--- config.mk ---
export PLATFORM = sky130hd
export DESIGN_NAME = blink_dec_iter_ctrl_flat
export DESIGN_NICKNAME = d
export VERILOG_FILES = /design/src/rtl/blink_dec_iter_ctrl_if.sv /design/src/rtl/blink_dec_iter_ctrl.sv /design/src/flat_wrapper.sv
export SDC_FILE = /design/constraint.sdc
export NUM_CORES = 1
export LEC_CHECK = 0
export BUFFER_PORTS_ARGS = -buffer_cell sky130_fd_sc_hd__buf_2
export CORE_MARGIN = 3
export CORE_UTILIZATION = 50
export DETAILED_ROUTE_END_ITERATION = 10
export PLACE_DENSITY = 0.81
export SETUP_SLACK_MARGIN = 0.2
export SYNTH_ARGS = -nofsm -noshare
export SYNTH_HDL_FRONTEND = slang
export SYNTH_SLANG_ARGS = --single-unit
--- constraint.sdc ---
create_clock -name clk -period 5.26 [get_ports clk]
set_input_delay 1.052 -clock clk [delete_from_list [all_inputs] [get_ports clk]]
set_output_delay 1.052 -clock clk [all_outputs]
set_load 0.1 [all_outputs]
--- src/rtl/blink_dec_iter_ctrl_if.sv ---
// Handshake bundle for the Blink-128 iterative decryption controller:
// ciphertext in, plaintext out, and the round-tweakey lookup toward the store.
interface blink_dec_iter_ctrl_if #(
  parameter int BLOCK_LEN = 128,
  parameter int IDX_W     = 8
);
  logic                 in_valid;
  logic                 in_ready;
  logic [BLOCK_LEN-1:0] in_ct;
  logic [IDX_W-1:0]     tk_idx;
  logic [BLOCK_LEN-1:0] tk_in;
  logic                 out_valid;
  logic                 out_ready;
  logic [BLOCK_LEN-1:0] out_pt;

  modport master (
    output in_valid, in_ct, tk_in, out_ready,
    input  in_ready, tk_idx, out_valid, out_pt
  );

  modport slave (
    input  in_valid, in_ct, tk_in, out_ready,
    output in_ready, tk_idx, out_valid, out_pt
  );
endinterface

--- src/rtl/blink_dec_iter_ctrl.sv ---
// Blink-128 iterative decryption controller: owns the state register and applies
// one inverse round per clock, walking the tweakey index from NUM_ROUNDS-1 down to 0.
module blink_dec_iter_ctrl #(
  parameter int BLOCK_LEN  = 128,
  parameter int NUM_ROUNDS = 16,
  parameter int IDX_W      = 8
) (
  input  logic                  clk,
  input  logic                  rst_n,
  input  logic                  flush,
  output logic                  busy,
  blink_dec_iter_ctrl_if.slave  bus
);

  typedef enum logic [1:0] {
    S_IDLE  = 2'd0,
    S_ROUND = 2'd1,
    S_DONE  = 2'd2
  } state_e;

  state_e               state_q, state_d;
  logic [IDX_W-1:0]     ctr_q, ctr_d;
  logic [BLOCK_LEN-1:0] data_q, data_d;

  function automatic logic [3:0] inv_sbox4(input logic [3:0] x);
    logic [3:0] y;
    case (x)
      4'h0: y = 4'h5;  4'h1: y = 4'hE;  4'h2: y = 4'hF;  4'h3: y = 4'h8;
      4'h4: y = 4'hC;  4'h5: y = 4'h1;  4'h6: y = 4'h2;  4'h7: y = 4'hD;
      4'h8: y = 4'hB;  4'h9: y = 4'h4;  4'hA: y = 4'h6;  4'hB: y = 4'h3;
      4'hC: y = 4'h0;  4'hD: y = 4'h7;  4'hE: y = 4'h9;  4'hF: y = 4'hA;
      default: y = 4'h0;
    endcase
    return y;
  endfunction

  // InvShuffleCells (cell i <- cell 5i+3 mod 16), then per-column "xor of the other
  // three cells" mix with the round tweakey folded in, then nibble-wise inverse S-box.
  function automatic logic [127:0] r_inv(input logic [127:0] s, input logic [127:0] k);
    logic [7:0]   sh [16];
    logic [7:0]   col;
    logic [7:0]   mx;
    logic [127:0] r;
    r   = 128'd0;
    col = 8'd0;
    mx  = 8'd0;
    for (int i = 0; i < 16; i++) begin
      sh[i] = s[8*((5*i+3)%16) +: 8];
    end
    for (int c = 0; c < 4; c++) begin
      col = sh[4*c] ^ sh[4*c+1] ^ sh[4*c+2] ^ sh[4*c+3];
      for (int j = 0; j < 4; j++) begin
        mx = col ^ sh[4*c+j] ^ k[8*(4*c+j) +: 8];
        r[8*(4*c+j) +: 8] = {inv_sbox4(mx[7:4]), inv_sbox4(mx[3:0])};
      end
    end
    return r;
  endfunction

  // State register, round counter and block register.
  always_ff @(posedge clk or negedge rst_n) begin
    if (!rst_n) begin
      state_q <= S_IDLE;
      ctr_q   <= '0;
      data_q  <= '0;
    end else begin
      state_q <= state_d;
      ctr_q   <= ctr_d;
      data_q  <= data_d;
    end
  end

  // Next-state: flush overrides every transition and clears the datapath.
  always_comb begin
    state_d = state_q;
    ctr_d   = ctr_q;
    data_d  = data_q;
    if (flush) begin
      state_d = S_IDLE;
      ctr_d   = '0;
      data_d  = '0;
    end else begin
      case (state_q)
        S_IDLE: begin
          if (bus.in_valid) begin
            data_d  = bus.in_ct;
            ctr_d   = IDX_W'(NUM_ROUNDS - 1);
            state_d = S_ROUND;
          end else begin
            state_d = S_IDLE;
          end
        end
        S_ROUND: begin
          data_d = r_inv(data_q, bus.tk_in);
          if (ctr_q == '0) begin
            state_d = S_DONE;
          end else begin
            ctr_d = ctr_q - IDX_W'(1);
          end
        end
        S_DONE: begin
          if (bus.out_ready) begin
            state_d = S_IDLE;
          end else begin
            state_d = S_DONE;
          end
        end
        default: begin
          state_d = S_IDLE;
          ctr_d   = '0;
          data_d  = '0;
        end
      endcase
    end
  end

  // Outputs decode registered state only, so no input reaches a handshake output.
  always_comb begin
    bus.in_ready  = 1'b0;
    bus.out_valid = 1'b0;
    bus.tk_idx    = '0;
    bus.out_pt    = '0;
    busy          = 1'b0;
    case (state_q)
      S_IDLE: begin
        bus.in_ready = 1'b1;
      end
      S_ROUND: begin
        busy       = 1'b1;
        bus.tk_idx = ctr_q;
      end
      S_DONE: begin
        busy          = 1'b1;
        bus.out_valid = 1'b1;
        bus.out_pt    = data_q;
      end
      default: begin
        busy = 1'b0;
      end
    endcase
  end

endmodule

--- src/flat_wrapper.sv ---
// flat-port wrapper written by rule: the top's interface ports become plain ports
module blink_dec_iter_ctrl_flat 
#(
  parameter int BLOCK_LEN  = 128,
  parameter int NUM_ROUNDS = 16,
  parameter int IDX_W      = 8
)
  (clk, rst_n, flush, busy, bus_in_valid, bus_in_ct, bus_tk_in, bus_out_ready, bus_in_ready, bus_tk_idx, bus_out_valid, bus_out_pt);
  blink_dec_iter_ctrl_if #(.BLOCK_LEN(BLOCK_LEN), .IDX_W(IDX_W)) bus_i ();
  input  logic clk;
  input  logic rst_n;
  input  logic flush;
  output logic busy;
  input wire logic [$bits(bus_i.in_valid)-1:0] bus_in_valid;
  input wire logic [$bits(bus_i.in_ct)-1:0] bus_in_ct;
  input wire logic [$bits(bus_i.tk_in)-1:0] bus_tk_in;
  input wire logic [$bits(bus_i.out_ready)-1:0] bus_out_ready;
  output wire logic [$bits(bus_i.in_ready)-1:0] bus_in_ready;
  output wire logic [$bits(bus_i.tk_idx)-1:0] bus_tk_idx;
  output wire logic [$bits(bus_i.out_valid)-1:0] bus_out_valid;
  output wire logic [$bits(bus_i.out_pt)-1:0] bus_out_pt;
  assign bus_i.in_valid = bus_in_valid;
  assign bus_i.in_ct = bus_in_ct;
  assign bus_i.tk_in = bus_tk_in;
  assign bus_i.out_ready = bus_out_ready;
  assign bus_in_ready = bus_i.in_ready;
  assign bus_tk_idx = bus_i.tk_idx;
  assign bus_out_valid = bus_i.out_valid;
  assign bus_out_pt = bus_i.out_pt;
  blink_dec_iter_ctrl #(.BLOCK_LEN(BLOCK_LEN), .NUM_ROUNDS(NUM_ROUNDS), .IDX_W(IDX_W)) u_core (.clk(clk), .rst_n(rst_n), .flush(flush), .busy(busy), .bus(bus_i));
endmodule
======== Word-level counts from Yosys, hierarchy flattened ========
Memories as Yosys holds them, arrays and structs flattened.
Index checks and enable logic that the tools add are counted.
operators by class
  equality and inequality tests ........... 6
  multiplexer cells ....................... 17
  $add $sub $neg .......................... 1
  bitwise gates (word level) .............. 44
  reductions and logical operators ........ 5
operators with widths
  kind                   count
  $mux W128              3
  $pmux W128 S3          1
  $xor A8 B8 Y8          44
  $mux W8                4
  $pmux W8 S3            1
  $logic_not A8 Y1       1
  $sub A8 B1 Y8 const B  1
  $mux W2                3
  $ne A3 B3 Y1 const B   2
  $pmux W2 S3            1
  $mux W1                4
  $ne A3 B2 Y1 const B   1
  $reduce_and A3 Y1      1
  $eq A2 B1 Y1 const B   1
  $eq A2 B2 Y1 const B   1
  $logic_not A2 Y1       1
  $ne A2 B2 Y1 const B   1
  $reduce_and A2 Y1      1
  $reduce_or A2 Y1       1
storage, ports and cells
  memories ................................ 32
  output and inout port bits .............. 139
  register bits after elaboration ......... 138
  word-level logic and storage cells ...... 108
  ROM bits ................................ 2048
  input bits .............................. 261
memory list
  name             words  bits a word  rd ports  clocked after memory_dff  wr ports  line                       text
  (no name shown)  16     4            1         0                         0         blink_dec_iter_ctrl.sv:27  case (x)
  (no name shown)  16     4            1         0                         0         blink_dec_iter_ctrl.sv:27
  (no name shown)  16     4            1         0                         0         blink_dec_iter_ctrl.sv:27
  (no name shown)  16     4            1         0                         0         blink_dec_iter_ctrl.sv:27
  (no name shown)  16     4            1         0                         0         blink_dec_iter_ctrl.sv:27
  (no name shown)  16     4            1         0                         0         blink_dec_iter_ctrl.sv:27
  +26 memories     n/a    n/a          n/a       n/a                       n/a       n/a

======== Depth between registers and ports, before layout ========
Gate-level depths: netlist of run 1.
An unclocked memory read counts as a cell.
  depth after elaboration ................. 8
  mapped depth ............................ 9
  depth with buffers taken out ............ 8

======== Least setup slack after synthesis of run 1 ========
OpenSTA, ideal clock, no wires.
  kind .................................... reg-to-output
  start point ............................. register u_core.state_q[0]
  end point ............................... output bus_out_pt[100]
  arrival ................................. 2655 ps
  path buffers ............................ 2
  stages on the path, launching flop included .. 6
  setup slack ............................. 1553 ps
  required time ........................... 4208 ps
  cells stage by stage .................... dfrtp_1 -> inv_1 -> ha_1 -> clkbuf_1 -> clkbuf_1 -> and2_1
on the way
  cells in the longest elaborated chain, start to end .. 2
RTL lines
  what                      line                        text
  start: declaration        blink_dec_iter_ctrl.sv:21   state_e state_q, state_d;
  start signal: assignment  blink_dec_iter_ctrl.sv:67   state_q <= state_d;
  $eq A2 B2 Y1              blink_dec_iter_ctrl.sv:124  case (state_q)
  $mux W128                 blink_dec_iter_ctrl.sv:124
  end: declaration          flat_wrapper.sv:21          output wire logic [$bits(bus_i.out_pt)-1:0] bus_out_pt;
No other way between the ends.

======== Worst setup path in the final report of run 1 ========
  start point ............................. register u_core.state_q[1]
  end point ............................... output bus_tk_idx[1]
on the way
  cells in the longest elaborated chain, start to end .. 2
RTL lines
  what              line                        text
  $eq A2 B1 Y1      blink_dec_iter_ctrl.sv:124
  $mux W8           blink_dec_iter_ctrl.sv:124
  end: declaration  flat_wrapper.sv:19          output wire logic [$bits(bus_i.tk_idx)-1:0] bus_tk_idx;
No other way between the ends.

==> impl_metrics.tcl, run 1 <==
set metrics [dict create \
    startpoint "u_core.state_q[1]" \
    clk_path_buf_depth 2 \
    synth_xor_area_share_pct 23.1 \
    rows 64 \
    drc 0 \
    rsz0062_at_grt "false" \
    setup_viol 0 \
    wl_per_cell_um 22.4 \
    grt_pass1_vias 15600 \
    synthAdderAreaFrac_pct 8.16 \
    relSlewSlack_pct 28.7 \
    critPathLaunchType "register" \
    n_fill_cell 2628 \
    ctsResizeCount 0 \
    crit_path_end_kind "output port" \
    synthFlopType "dfrtp_1" \
    finalWirelength_mm 57.8 \
    netlist.area_leader.share_pct 21.7 \
    worstSetupPathType "reg2out" \
    endpoint "bus_tk_idx[1]" \
    synth_edf_count 0 \
    cts_buffers 17 \
    cts_root_buf "clkbuf_16" \
    die_area_um2 34100 \
    syn_area_per_cell_um2 8.74 \
    syn-num-nets 2190 \
    maxCapViolCount 0 \
    final_util_pct 60.8 \
    ys_warn_count 0 \
    gp_congestion 0.982 \
    areaGrowthSynthToFinish_pct 18.2 \
    reg2reg_from "u_core.state_q[1]" \
    drv_slew 0 \
    worstPathMaxFanout 37 \
    cts_setup_buffers 0 \
    drive_above_1_share_pct 23.9 \
    portBuffers 399 \
    drtPass1Iterations 6 \
    grt_pass1_wl_mm 86.0 \
    clock_skew_ns 0.00917 \
    clk_pin_slew_ns 0.07 \
    finalCriticalPeriod_ns 4.28 \
    irDropWorstVdd_mv 0.250 \
    num_io_pins 400 \
    worstPathRequired_ns 4.21 \
    cts_tree "yes" \
    core-area_um2 31000 \
    synth_top_family_by_area "compound AO/OA/AOI/OAI gates" \
    yosysMostFrequentCell "xnor2_1" \
    insertion_delay_ns 0.46 \
    synthMuxAreaShare_pct 4.60 \
    syn_area_um2 16000 \
    grt-ovfl-total 0 \
    start_util_pct 51.5 \
    synth_common_cells "xnor2_1, dfrtp_1, and2_1, o21ai_0, a22oi_1" \
    p_per_area_nw_per_um2 507 \
    synth-seq-cells 138 \
    final_antenna_net_count 0 \
    rrSetupSlack_ns 2.09 \
    grt_max_degree 124 \
    vias 16100 \
    detailed_place_hpwl_mm 43.2 \
    status "finished, final reports clean" \
    nets 2535 \
    ys_async_sr_fraction_pct 100 \
    synthCells 1825 \
    reg2reg_depth 6 \
    dieWidth_um 185 \
    fin_setup_tns_ns 0 \
    synthDistinctLibCells 53 \
    die_h_um 185 \
    drtIter0Drc 1231 \
    hold_viol 0 \
    synth_area_leaders "dfrtp_1, xnor2_1, ha_1" \
    yosysTopAreaCell "dfrtp_1" \
    r2r_end "u_core.data_q[31]" \
    hold_path.class "reg2reg" \
    worst_pin_slew_ns 1.07 \
    p_leak_nw 8.51 \
    via_per_inst 6.23 \
    finalPower_mw 9.56 \
    antenna_found_initial 13 \
    holdBufCountCts 0 \
    synth-seq-area-share_pct 21.7 \
    clock-sinks 138 \
    cts_max_level 4 \
    clock.fmax_mhz 234 \
    crit_arrival_ns 3.23 \
    synth_compound_area_share_pct 26.1 \
    yosys.area_share.simple_pct 12.2 \
    grtUsageTotal_pct 32.5 \
    min_period_over_period_pct 81.3 \
]
-- cells in the final DEF (no fill, tap or decap), drive strengths merged, types with 63 or more instances in the layout --
cell,instances
buf,406
xnor2,328
o21ai,146
dfrtp,138
and2,136
a22oi,128
ha,104
inv,90
a21oi,67
xor2,63
-- registers in the layout, summed over array words and instances (netlist names) --
register	count
u_core.data_q	128
u_core.state_q	2
u_core.ctr_q	8
-- cells by family after synthesis --
group,Yosys count
buf+inv,166
xor+xnor,391
simple gates,359
fa+ha+maj,104
compound gates,597
mux,70
flops,138
-- how the worst min path moves through the flow --
| stage | from | end | slack (ns) | depth (start not counted) |
|---|---|---|---|---|
| after floorplan | u_core.state_q[1] | u_core.state_q[1] | 0.47 | 2 |
| after global placement | u_core.ctr_q[7] | u_core.ctr_q[7] | 0.54 | 1 |
| after detailed placement | u_core.ctr_q[7] | u_core.ctr_q[7] | 0.56 | 1 |
| after CTS | u_core.ctr_q[7] | u_core.ctr_q[7] | 0.58 | 1 |
| after global routing | u_core.ctr_q[7] | u_core.ctr_q[7] | 0.61 | 1 |
| final | u_core.ctr_q[7] | u_core.ctr_q[7] | 0.57 | 1 |
-- cell type report --
class / count / area (um2) / area share (%)
inverters: 86 / 323 / 1.71
well taps: 396 / 495 / 2.63
multi-input cells: 1521 / 11900 / 63.0
flip-flops and latches: 138 / 3450 / 18.3
clock inverters: 15 / 190 / 1.01
diodes: 7 / 17.5 / 0.0929
repair buffers: 406 / 2080 / 11.0
clock buffers: 17 / 425 / 2.26
-- critical path: stages, from the launching register on --
cell and delay, ns:
dfrtp_1 0.43, inv_1 0.13, ha_2 0.79, inv_1 0.68, nor2_1 0.27, buf_2 0.45
-- report_power, final --
group	leakage, nW	internal (mW)	total (mW)	switching (mW)
registers	1.85	1.23	1.66	0.431
clock network	0.287	0.754	1.32	0.565
logic	6.37	2.59	6.58	3.99
total	8.51	4.58	9.56	4.98
-- per-stage QoR --
stage	area (um2)	worst slack [ns]	instances	hold slack [ns]
floorplan	16000	1.55	1825	0.475
global placement	18200	1.57	2547	0.541
detailed placement	18200	1.51	2547	0.563
CTS	18800	0.983	2579	0.578
global route	18900	0.866	2584	0.608
finish	18900	0.983	2586	0.574
-- metal layers --
layer / vias to the layer above / routed length [um] / global-route usage (%)
met5: - / 85 / 0
met4: 14 / 2680 / 16.2
met3: 178 / 5650 / 7.52
met2: 908 / 26700 / 52.5
met1: 7691 / 22700 / 40.9
li1: 7322 / - / -
(Power assumes the default switching activity.)
==> inputs of run 2 (changes only) <==
- PLACE_DENSITY: 0.81 -> 0.84
- clock period: 5.26 -> 3.6 ns (I/O delays scaled with it)
==> run 2 against run 1 <==
  * First-iteration DRC count up 5.1%
  * Sequential share of layout area down 0.093 points
  * Flip-flop and latch count unchanged
  * Final area up 0.51%
  * Register-to-register slack worse by 1.3 ns
  * Global-route usage up 0.12 points
  * Clock power up 43%
  * Non-clock buffer count up 9
  * Final cell count up 0.23%
  * Clock-buffer cell count up 2
  * Critical path type unchanged
  * Largest power group unchanged
==> impl_metrics.tcl, run 2 (synthesized netlist as in run 1, its figures left out) <==
set metrics [dict create \
    worstPathMaxFanout 73 \
    rows 64 \
    whs_ns 0.283 \
    ctsResizeCount 0 \
    maxCapViolCount 0 \
    placed_cell_area_um2 18300 \
    gp_congestion 0.975 \
    seqPwrFrac_pct 17.3 \
    areaGrowthSynthToFinish_pct 18.8 \
    worstSetupPathType "reg2out" \
    holdBufCountCts 0 \
    cts_max_level 4 \
    instances_no_fill 2592 \
    hold_path.class "in2async" \
    cts_setup_buffers 0 \
    via_per_inst 6.25 \
    drtPass1Iterations 7 \
    die_h_um 185 \
    rsz0062_at_grt "false" \
    finalCriticalPeriod_ns 3.25 \
    layout_common_cells "buf_2, xnor2_1, dfrtp_1, and2_1, o21ai_0" \
    vias 16200 \
    nets 2544 \
    start_util_pct 51.5 \
    fin_setup_tns_ns 0 \
    detailed_place_hpwl_mm 43.9 \
    multi_input_area_um2 11900 \
    insertion_delay_ns 0.45 \
    grt_pass1_wl_mm 86.9 \
    relSlewSlack_pct 35.7 \
    setup_viol 0 \
    startpoint "u_core.state_q[0]" \
    cts_buffers 17 \
    crit_path_end_kind "output port" \
    grt_pass1_vias 15700 \
    place_inst 2556 \
    status "finished, final reports clean" \
    cts_tree "yes" \
    regMostFlops "u_core.data_q" \
    clk_pin_slew_ns 0.07 \
    final_util_pct 61.2 \
    p_per_area_nw_per_um2 736 \
    core-area_um2 31000 \
    crit_arrival_ns 2.53 \
    reg_top3 "u_core.data_q: 128 flops, u_core.ctr_q: 8 flops, u_core.state_q: 2 flops" \
    drc 0 \
    clock_power_share_pct 13.5 \
    portBuffers 399 \
    drive_above_1_share_pct 24.1 \
    switching_share_pct 51.8 \
    largest_reg_flops 128 \
    grt_max_degree 130 \
    hold_viol 0 \
    grtUsageTotal_pct 32.6 \
    irDropWorstVdd_mv 0.337 \
    reg2reg_from "u_core.state_q[0]" \
    antenna_found_initial 5 \
    final_common_cell "buf_2" \
    clock_skew_ns 0.0185 \
    wl_per_cell_um 22.3 \
    die_area_um2 34100 \
    worstPathRequired_ns 2.88 \
    min_period_over_period_pct 90.2 \
    p_leak_nw 8.58 \
    drtIter0Drc 1294 \
    finalWirelength_mm 57.7 \
    clock-sinks 138 \
    p_int_mw 6.73 \
    worst_pin_slew_ns 0.964 \
    n_fill_cell 2655 \
    seqCellArea_um2 3450 \
    clock.fmax_mhz 308 \
    critPathLaunchType "register" \
    dieWidth_um 185 \
    final_antenna_net_count 0 \
    power_frac_comb_pct 69.2 \
    switchingPower_mw 7.22 \
    drv_slew 0 \
    clk_path_buf_depth 2 \
    finalInstanceArea_um2 19000 \
    cts_root_buf "clkbuf_16" \
    num_io_pins 400 \
    grt-ovfl-total 0 \
]
[run 2: layout make-up]
type | count | share of cell area (%)
flip-flops and latches | 138 | 18.2
clock buffers | 19 | 2.39
inverters | 86 | 1.70
clock inverters | 12 | 0.786
diodes | 5 | 0.0660
repair buffers | 415 | 11.6
well taps | 396 | 2.61
multi-input cells | 1521 | 62.6
[run 2: power by group through the flow]
stage	Sequential [mW]	Clock, mW	Combinational [mW]
after floorplan	2.14	0	7.54
after global placement	2.42	0	8.98
after detailed placement	2.42	0	9.35
after CTS	2.39	1.89	9.43
after global routing	2.43	1.96	10.5
final	2.41	1.89	9.65
[run 2: metrics by stage]
step | power [mW] | setup WS, ns
final | 14.0 | 0.352
after detailed placement | 11.8 | 0.805
after global routing | 14.9 | 0.223
after floorplan | 9.68 | 0.225
after CTS | 13.7 | 0.354
after global placement | 11.4 | 0.939
[run 2: layer usage]
metal  vias to the layer above  share of wire [%]  track usage (%)
met4                         6                4.8             15.5
li1                       7338                  -                -
met5                         -              0.059                0
met3                       174                9.3             6.32
met2                       928                 46             53.1
met1                      7766                 39             41.8
[run 2: final timing paths]
path	to	slack, ns	cells past startpoint
setup / recovery	bus_out_pt[78]	0.35	5
hold / removal	u_core.data_q[51]	0.28	1
setup reg to reg	u_core.data_q[99]	0.80	7
hold reg to reg	u_core.state_q[1]	0.56	2
max in group asynchronous	u_core.data_q[39]	2.42	3
min in group clk	u_core.data_q[122]	0.49	3
[run 2: worst max-delay path: stages (launching register included)]
cell	delay (ns)
dfrtp_1	0.42
inv_1	0.14
ha_4	0.58
buf_12	0.29
and2_1	0.17
buf_2	0.44
==> inputs of run 3 (changes only) <==
--- a/config.mk
+++ b/config.mk
@@ -7,6 +7,8 @@
 export LEC_CHECK = 0
 export BUFFER_PORTS_ARGS = -buffer_cell sky130_fd_sc_hd__buf_2
+export CELL_PAD_IN_SITES_DETAIL_PLACEMENT = 1
+export CELL_PAD_IN_SITES_GLOBAL_PLACEMENT = 1
 export CORE_MARGIN = 3
-export CORE_UTILIZATION = 50
+export CORE_UTILIZATION = 37
 export DETAILED_ROUTE_END_ITERATION = 10
 export PLACE_DENSITY = 0.84
==> constraint.sdc (replaced) <==
create_clock -name clk -period 3.6 [get_ports clk]
set_input_delay 0.36 -clock clk [delete_from_list [all_inputs] [get_ports clk]]
set_output_delay 0.36 -clock clk [all_outputs]
set_load 0.1 [all_outputs]
==> run 3 against run 2 <==
  * Clock-buffer cell count rose by 5
  * Routed wire length rose by 19%
  * Register-to-register slack improved by 0.07 ns
  * Sequential power is 2% higher
  * Worst hold slack got worse by 0.14 ns
  * Final area rose by 1.2%
  * Non-clock buffer count is 5 higher
  * Via count grew 1.3%
  * Largest cell class unchanged
==> impl_metrics.tcl, run 3 (synthesized netlist as in run 1, its figures left out) <==
set metrics [dict create \
    worstPathMaxFanout 60 \
    critPathLaunchType "register" \
    rsz0062_at_grt "false" \
    min_period_over_period_pct 88.1 \
    worstSetupPathType "reg2out" \
    grt_pass1_wl_mm 101 \
    drtPass1Iterations 6 \
    slowest_delay_ns 0.53 \
    clk_pin_slew_ns 0.07 \
    seqCellArea_um2 3450 \
    layout_common_cells "buf_2, xnor2_1, dfrtp_1, and2_1, o21ai_0" \
    final_util_pct 45.4 \
    dieWidth_um 214 \
    reg2reg_from "u_core.data_q[8]" \
    place_ws_ns 0.795 \
    die_h_um 214 \
    instances_no_fill 2742 \
    insertion_delay_ns 0.45 \
    largest_reg_flops 128 \
    fin_setup_tns_ns 0 \
    crit_path_end_kind "output port" \
    drc 0 \
    n_fill_cell 5077 \
    via_per_inst 5.99 \
    grt-ovfl-total 0 \
    path_buf_inv 3 \
    reg2reg_depth 7 \
    ctsResizeCount 0 \
    vias 16400 \
    final_antenna_net_count 0 \
    relSlewSlack_pct 24.2 \
    placed_cell_area_um2 18600 \
    antenna_found_initial 16 \
    clock_skew_ns 0.0119 \
    nets 2549 \
    whs_ns 0.139 \
    rrSetupSlack_ns 0.87 \
    multi_input_area_um2 11900 \
    cp_top_family "buffers and inverters" \
    grtUsageTotal_pct 28.9 \
    finalCriticalPeriod_ns 3.17 \
    r2r_end "u_core.data_q[40]" \
    clk_path_buf_depth 2 \
    cts_buffers 17 \
    maxCapViolCount 0 \
    regMostFlops "u_core.data_q" \
    wl_per_cell_um 25.0 \
    drv_slew 0 \
    cp_slowest_cell "buf_4" \
    worst_pin_slew_ns 1.14 \
    drive_above_1_share_pct 24.1 \
    timing.final.ws_setup_ns 0.428 \
    rows 75 \
    startpoint "u_core.state_q[0]" \
    setup_viol 0 \
    clock.fmax_mhz 315 \
    die_area_um2 45600 \
    p_per_area_nw_per_um2 743 \
    final_common_cell "buf_2" \
    core-area_um2 42200 \
    status "finished, final reports clean" \
    grt_max_degree 102 \
    cts_tree "yes" \
    grt_pass1_vias 17000 \
    areaGrowthSynthToFinish_pct 20.3 \
    place_inst 2702 \
    worstPathRequired_ns 3.24 \
    crit_cells 5 \
    start_util_pct 37.8 \
    irDropWorstVdd_mv 0.312 \
    drtIter0Drc 1347 \
    crit_arrival_ns 2.81 \
    hold_path.class "in2reg" \
    endpoint "bus_out_pt[51]" \
    finalInstanceArea_um2 19200 \
    detailed_place_hpwl_mm 52.5 \
    p_leak_nw 8.60 \
    gp_congestion 0.926 \
    crit_chain "inv_1 > ha_4 > buf_4 > and2_1 > buf_2" \
    clock-sinks 138 \
    finalWirelength_mm 68.5 \
    cts_max_level 4 \
    hold_viol 0 \
    cts_root_buf "clkbuf_16" \
    reg_top3 "u_core.data_q: 128 flops, u_core.ctr_q: 8 flops, u_core.state_q: 2 flops" \
    num_io_pins 400 \
    finalPower_mw 14.3 \
    portBuffers 399 \
]
-- run 3: changes by cell type in the layout (fill, tap and decap cells not counted), sizes merged --
cell         change
clkinv           -4
dlygate4sd3      +1
clkbuf           +5
diode            +2
buf              +4
bufinv           -1
-- run 3: where the power goes --
group / total, mW / switching [mW] / internal, mW
sequential: 2.45 / 0.651 / 1.80
clock: 1.82 / 0.749 / 1.07
combinational: 9.99 / 6.16 / 3.83
total: 14.3 / 7.56 / 6.70
-- run 3: worst min-delay path by stage --
stage	slack [ns]	startpoint	endpoint	cells past startpoint
6_report	0.14	bus_in_ct[120]	u_core.data_q[120]	3
5_1_grt	0.14	bus_in_ct[59]	u_core.data_q[59]	3
4_1_cts	0.11	bus_in_ct[123]	u_core.data_q[123]	3
3_5_place_dp	0.47	rst_n	u_core.ctr_q[6]	1
3_3_place_gp	0.47	rst_n	u_core.ctr_q[6]	1
2_1_floorplan	0.06	rst_n	u_core.ctr_q[0]	0
-- run 3: what timing repair did --
| item | CTS | global route |
|---|---|---|
| setup buffers | 0 | 1 |
| hold endpoints to repair | 9 | 0 |
| setup endpoints to repair | 0 | 51 |
| hold buffers | 1 | 0 |
-- run 3: final cells by class --
| cell class | instances | area share, % |
|---|---|---|
| Multi-Input combinational cell | 1521 | 61.9 |
| Sequential cell | 138 | 18.0 |
| Timing Repair Buffer | 420 | 11.9 |
| Tap cell | 539 | 3.51 |
| Clock buffer | 24 | 2.51 |
| Inverter | 86 | 1.68 |
| Clock inverter | 7 | 0.476 |
| Antenna cell | 7 | 0.0913 |
-- run 3: routing by layer --
layer / up-vias / global-route usage [%] / part of all wire (%)
met2: 690 / 48.1 / 47
li1: 7351 / - / -
met3: 160 / 4.65 / 6.6
met1: 8211 / 36.9 / 41
met4: 16 / 13.4 / 4.3
met5: - / 0 / 0.15
-- run 3: worst register-to-register path, stage by stage, from the launching register on --
cell and delay [ns]:
dfrtp_1 0.51, xor2_1 0.26, xnor2_1 0.58, inv_1 0.26, ha_1 0.31, o311ai_0 0.40
o22a_1 0.21, o21ai_0 0.07
